--- config.mk ---
export PLATFORM = sky130hd
export DESIGN_NAME = fifo_ram_ctrl
export DESIGN_NICKNAME = d
export VERILOG_FILES = /design/src/rtl/fifo_ram_ctrl.sv
export SDC_FILE = /design/constraint.sdc
export NUM_CORES = 1
export LEC_CHECK = 0
export ABC_CLOCK_PERIOD_IN_PS = 2600
export BUFFER_PORTS_ARGS = -buffer_cell sky130_fd_sc_hd__buf_2
export CORE_ASPECT_RATIO = 1.2
export CORE_MARGIN = 2
export CORE_UTILIZATION = 40
export CTS_CLUSTER_SIZE = 12
export DETAILED_ROUTE_END_ITERATION = 8
export PLACE_DENSITY_LB_ADDON = 0.08
export SLEW_MARGIN = 10
export SYNTH_ARGS = -nofsm -noshare
export SYNTH_HDL_FRONTEND = slang
export SYNTH_SLANG_ARGS = --single-unit
--- constraint.sdc ---
create_clock -name clk -period 2.6 [get_ports clk]
set_input_delay 0.39 -clock clk [delete_from_list [all_inputs] [get_ports clk]]
set_output_delay 0.39 -clock clk [all_outputs]
set_load 0.005 [all_outputs]
--- src/rtl/fifo_ram_ctrl.sv ---
`default_nettype none
// ============================================================================
// Module   : fifo_ram_ctrl
// Purpose  : Initiator-side FIFO controller for a dual-address RAM. Turns
//            push/pop requests into RAM write/read commands. Keeps the
//            pointers, the occupancy count, the status flags and a sticky
//            overflow/underflow error.
// Ports    : clk, reset        - clock, asynchronous active-high reset
//            push, push_data   - enqueue request and its data
//            pop               - dequeue request
//            ram_rdata         - RAM data_out, valid one cycle after a read
//            addrw, addrr      - RAM write / read addresses (wr_ptr / rd_ptr)
//            rw                - RAM command {read_en, write_en}
//            data_in           - RAM write data (push_data)
//            pop_data, valid   - dequeued data and its qualifier
//            count             - occupancy 0..2^AW
//            full, empty, almost_full, almost_empty, error - status
// Revision : 1.0 - initial release
// ============================================================================
module fifo_ram_ctrl #(
    parameter int AW           = 3,
    parameter int DW           = 4,
    parameter int ALMOST_FULL  = 6,
    parameter int ALMOST_EMPTY = 1
) (
    input  logic          clk,
    input  logic          reset,
    input  logic          push,
    input  logic [DW-1:0] push_data,
    input  logic          pop,
    input  logic [DW-1:0] ram_rdata,
    output logic [AW-1:0] addrw,
    output logic [AW-1:0] addrr,
    output logic [1:0]    rw,
    output logic [DW-1:0] data_in,
    output logic [DW-1:0] pop_data,
    output logic          valid,
    output logic [AW:0]   count,
    output logic          full,
    output logic          empty,
    output logic          almost_full,
    output logic          almost_empty,
    output logic          error
);

    localparam logic [AW:0] DEPTH_C = {1'b1, {AW{1'b0}}};
    localparam logic [AW:0] AF_C    = (AW+1)'(ALMOST_FULL);
    localparam logic [AW:0] AE_C    = (AW+1)'(ALMOST_EMPTY);

    logic [AW-1:0] wr_ptr;
    logic [AW-1:0] rd_ptr;
    logic [AW:0]   count_q;
    logic          valid_q;
    logic          error_q;
    logic          push_ok;
    logic          pop_ok;

    // Flags come straight from the registered count; no look-ahead.
    assign full         = (count_q == DEPTH_C);
    assign empty        = (count_q == '0);
    assign almost_full  = (count_q >= AF_C);
    assign almost_empty = (count_q <= AE_C);

    // Gating by full/empty also keeps a full-FIFO push+pop from touching the
    // same RAM address twice in one cycle: only the pop goes through.
    assign push_ok = push & ~full;
    assign pop_ok  = pop & ~empty;

    assign rw      = {pop_ok, push_ok};
    assign addrw   = wr_ptr;
    assign addrr   = rd_ptr;
    assign data_in = push_data;

    assign count    = count_q;
    assign valid    = valid_q;
    assign error    = error_q;
    assign pop_data = valid_q ? ram_rdata : '0;

    always_ff @(posedge clk or posedge reset) begin
        if (reset) begin
            wr_ptr  <= '0;
            rd_ptr  <= '0;
            count_q <= '0;
            valid_q <= 1'b0;
            error_q <= 1'b0;
        end else begin
            // Pointers wrap naturally at 2^AW.
            if (push_ok) begin
                wr_ptr <= wr_ptr + AW'(1);
            end
            if (pop_ok) begin
                rd_ptr <= rd_ptr + AW'(1);
            end
            case ({push_ok, pop_ok})
                2'b10:   count_q <= count_q + (AW+1)'(1);
                2'b01:   count_q <= count_q - (AW+1)'(1);
                default: count_q <= count_q;
            endcase
            // RAM read data arrives one cycle after the read command.
            valid_q <= pop_ok;
            // Any rejected request latches the error until reset.
            if ((push & full) | (pop & empty)) begin
                error_q <= 1'b1;
            end
        end
    end

endmodule
`default_nettype wire

## After elaboration in Yosys (flattened, before gate mapping)

Index checks and enable logic that the tools add are counted.

| storage, ports and cells | value |
|---|---|
| bits in registers | 12 |
| input port bits | 12 |
| output and inout port bits | 26 |
| word-level logic and storage cells | 25 |

| operators by class | value |
|---|---|
| add/sub/neg operators | 4 |
| order comparisons | 2 |
| equality and inequality tests | 3 |
| mux-type cells | 2 |
| bitwise logic cells | 7 |
| reduce and logical (&&, ||, !) cells | 2 |

Operators with widths:

| kind | number |
|---|---|
| case mux 4 bit (2 select lines) | 1 |
| adder 3 x 1 -> 3 bit (second input constant) | 2 |
| adder 4 x 1 -> 4 bit (second input constant) | 1 |
| bitwise AND 1 bit | 4 |
| equality test 4 bit (second input constant) | 1 |
| >= comparator 4 x 3 -> 1 bit (second input constant) | 1 |
| less-or-equal comparator 4 x 1 -> 1 bit (second input constant) | 1 |
| logical NOT 4 bit | 1 |
| 2-to-1 mux 4 bit | 1 |
| subtractor 4 x 1 -> 4 bit (second input constant) | 1 |
| equality test 2 x 1 -> 1 bit (second input constant) | 1 |
| equality test 2 bit (second input constant) | 1 |
| inverter 1 bit | 2 |
| nonzero test 2 bit | 1 |
| bitwise OR 1 bit | 1 |

## Logic depth before layout (Yosys ltp)

| depth | value |
|---|---|
| depth in word-level cells | 5 |
| gate-level depth with buffers | 9 |
| mapped depth without buffers | 9 |

## Worst setup path after synthesis

Ideal clock, no wire load.

| timing path | value |
|---|---|
| path type | flip-flop to flip-flop |
| start | register count_q[0] (netlist: count[0]) |
| end | register count_q[3] (netlist: count[3]) |
| data arrival time | 2.064 ns |
| data required time | 2.521 ns |
| setup slack | 0.456 ns |
| cell stages (with the launch flop) | 10 |
| path buffers | 0 |
| period minus slack after synthesis | 2.144 ns |
| cells stage by stage | dfrtp_1 > inv_1 > ha_1 > or3b_1 > nand2_1 > inv_1 > ha_1 > or4b_1 > a21oi_2 > xor2_1 |

| on the way | value |
|---|---|
| cells in the longest elaborated chain, start to end | 5 |

RTL lines:

| item | line | RTL |
|---|---|---|
| from (decl) | 52 | `logic [AW:0] count_q;` |
| from (signal assigned) | 95 | `2'b10: count_q <= count_q + (AW+1)'(1);` |
| from (signal assigned) | 96 | `2'b01: count_q <= count_q - (AW+1)'(1);` |
| from (signal assigned) | 97 | `default: count_q <= count_q;` |
| logical NOT 4 bit * | 60 | `assign empty = (count_q == '0);` |
| inverter 1 bit * | 67 | `assign pop_ok = pop & ~empty;` |
| bitwise AND 1 bit * | 67 |  |
| named net pop_ok | 56 | `logic pop_ok;` |
| equality test 2 x 1 -> 1 bit / equality test 2 bit (equally long branches) | 94 | `case ({push_ok, pop_ok})` |
| case mux 4 bit (2 select lines) / nonzero test 2 bit (equally long branches) | - |  |

Mark *: on every way through the listed nets, which the timed path passes. The rest lies on a longest branch.
A chain may end at the register's enable or synchronous reset.

## Worst setup path in the final report

| timing path | value |
|---|---|
| start | register count_q[0] (netlist: count[0]) |
| end | register count_q[3] (netlist: count[3]) |

| on the way | value |
|---|---|
| cells in the longest elaborated chain, start to end | 5 |

RTL lines:

| item | line |
|---|---|
| equality test 4 bit / logical NOT 4 bit (equally long branches) | 59, 60 |
| inverter 1 bit, on equally long branches | 66, 67 |
| bitwise AND 1 bit, on equally long branches | 66, 67 |
| equality test 2 x 1 -> 1 bit / equality test 2 bit (equally long branches) | 94 |
| case mux 4 bit (2 select lines) / nonzero test 2 bit (equally long branches) | - |

Several ways; a longest one is shown, not always the timed one.

==> results.py <==
metrics = {
    "detailed_routing": {
        "routedWlPerCell_um": 11.7,
        "drt-pass1-iter-count": 1,
        "final_antenna_net_count": 0,
        "drt_iter0_markers": 0,
        "vias": 533,
        "viasPerCell": 4.80,
        "postRouteWirelength_um": 1300,
        "drc": 0,
    },
    "layout": {
        "num-nets-final": 113,
        "drive_gt1_share_pct": 38.7,
        "area_growth_pct": 22.6,
        "finalInstanceArea_sq_um": 863,
        "diodes": 0,
    },
    "floorplan": {
        "io_pins": 38,
        "start_util_pct": 42.9,
        "dieHeight_um": 50.0,
        "coreArea_sq_um": 1640,
        "die_area_sq_um": 2110,
        "row_count": 16,
        "fp.dieW_um": 42.3,
    },
    "critical_path": {
        "end_kind": "flip-flop",
        "crit_type": "reg2reg",
        "critPathRequiredTime_ns": 2.80,
        "r2r_start": "count[0]",
        "critical_path_buf_inv_count": 2,
        "setup.worst_path.start": "count[0]",
        "critPathLaunchType": "flip-flop",
        "critPathTopFamily": "simple AND/OR/NAND/NOR gates",
        "r2r_cells": 9,
        "critPathMaxStageDelay_ns": 0.47,
        "endpoint": "count[3]",
        "crit_fanout": 7,
        "cp_cell_sequence": "inv_1, ha_1, or3b_1, nand2_1, inv_1, ha_1, or4b_1, a21oi_2, xor2_1",
        "r2r-end": "count[3]",
        "cp_slowest_cell": "dfrtp_1",
        "arrival_ns": 2.56,
        "path_depth": 9,
        "rrSetupSlack_ns": 0.24,
    },
    "hold_path": {
        "holdCritPathClass": "in2async",
    },
    "cts": {
        "clk_pin_slew_ns": 0.08,
        "cts_tree": "built",
        "cts_made_buffers": 3,
        "cts-root-buf": "clkbuf_4",
        "post_cts_buffers": 0,
        "clk_latency_ns": 0.27,
        "cts-htree-levels": 1,
        "ctsHoldBuffers": 0,
        "clock-sinks": 12,
        "cts_max_path_buffers": 2,
        "cts_resized": 0,
    },
    "synth": {
        "synth-seq-cells": 12,
        "synth-edff-count": 0,
        "ys_types": 21,
        "syn_nets": 85,
        "async_reset_ff_share_pct": 100,
        "synth_top_area_share_pct": 42.6,
        "yosysMostFrequentCell": "dfrtp_1",
        "ys.flop_type": "dfrtp_1",
        "yosysWarningCount": 0,
        "synth-seq-area-share_pct": 42.6,
        "yosysTopAreaCell": "dfrtp_1",
        "syn_area_per_cell_sq_um": 10.7,
        "synth_area_sq_um": 704,
        "synth_common_cells": "dfrtp_1, ha_1, inv_1",
        "synth.top_cells.by_area": "dfrtp_1, ha_1, xnor2_1, buf_4, inv_1",
        "netlist_instances": 66,
    },
    "timing": {
        "layout_min_cycle_time_ns": 2.36,
        "finalCritPeriodShare_pct": 90.8,
        "rsz0062_at_grt": "false",
        "tightest_slew_ns": 0.473,
        "tns_ns": 0,
        "finalMaxSlewViolations": 0,
        "finClkSkew_ns": 0.00234,
        "finalHoldViolCount": 0,
        "slew-limit-headroom_pct": 68.5,
        "setup_violations": 0,
        "max_freq_ghz": 0.424,
    },
    "pwr": {
        "finalPower_mw": 0.987,
        "powerDensity_nw_per_um2": 1140,
        "peakVddDrop_v": 0.000555,
        "p_leak_nw": 0.465,
    },
    "outcome": {
        "status": "completed",
    },
    "place": {
        "gp_congestion": 0.693,
        "hpwl_um": 1030,
        "place_area_sq_um": 827,
        "io_buffers": 29,
    },
    "grt": {
        "overflow": 0,
        "antenna_found_initial": 0,
        "grt_pass1_wl_um": 2220,
        "grt_max_degree": 13,
        "grt.total_usage_pct": 14.2,
        "grt_pass1_vias": 522,
    },
    "job": {
        "cap_viol_max_count": 0,
    },
}
[power breakdown]
part / switching, mW / leakage [nW] / internal [mW]
logic: 0.199 / 0.306 / 0.254
clock network: 0.0662 / 0.0210 / 0.0851
registers: 0.105 / 0.139 / 0.277
total: 0.370 / 0.465 / 0.617
[flip-flops by register name, summed over array words and instances, names as in the netlist]
signal	cells
count	4
addrw	3
valid	1
addrr	3
error	1
[metal layers]
layer,vias up,global-route usage [%],share of wire [%]
li1,261,-,-
met1,244,16.4,44
met2,24,22.1,45
met3,4,3.30,8.4
met4,0,10.9,2.9
met5,-,0,0
[worst min-delay path by stage]
| stage | start | to | slack, ns |
|---|---|---|---|
| 3_3_place_gp | reset | addrw[0] | 0.42 |
| 2_1_floorplan | reset | addrr[0] | 0.25 |
| 4_1_cts | reset | addrw[0] | 0.14 |
| 5_1_grt | reset | addrw[0] | 0.14 |
| 3_5_place_dp | reset | addrw[2] | 0.44 |
| 6_report | reset | valid | 0.11 |
[area by class of cell]
class | count | area (sq um)
Fill cell | 165 | 778
Clock buffer | 4 | 36.3
Timing Repair Buffer | 29 | 145
Sequential cell | 12 | 300
Multi-Input combinational cell | 41 | 333
Tap cell | 18 | 22.5
Inverter | 7 | 26.3
[kinds of logic (layout without fill, tap and decap cells)]
family / count (synthesis) / after routing / synth area share (%)
simple gates: 18 / 18 / 15.1
mux: 4 / 4 / 6.04
buf+inv: 13 / 40 / 10.1
fa+ha+maj: 7 / 7 / 12.4
xor+xnor: 8 / 8 / 9.95
compound gates: 4 / 4 / 3.73
flops: 12 / 12 / 42.6
[placed cells by master (no fill, tap or decap), types with 2 or more instances in the layout]
cell,synthesis,layout
o21ai_0,2,2
clkbuf_4,0,3
nor2_1,2,2
inv_1,7,7
xnor2_1,6,6
mux2i_1,2,2
ha_1,7,7
nand2b_1,2,2
nand2_1,3,3
dfrtp_1,12,12
mux2_2,2,2
nand3_1,2,2
and2_1,4,4
buf_2,0,29
xor2_1,2,2
[through the flow]
stage / hold slack [ns] / instances / setup slack, ns / utilization (%)
floorplan: 0.255 / 66 / 0.456 / -
global placement: 0.421 / 107 / 0.349 / 50.4
detailed placement: 0.436 / 107 / 0.272 / 50.4
CTS: 0.135 / 111 / 0.242 / 52.6
global route: 0.145 / 111 / 0.0358 / 52.6
finish: 0.115 / 111 / 0.240 / 52.6
(Power assumes the default switching activity.)
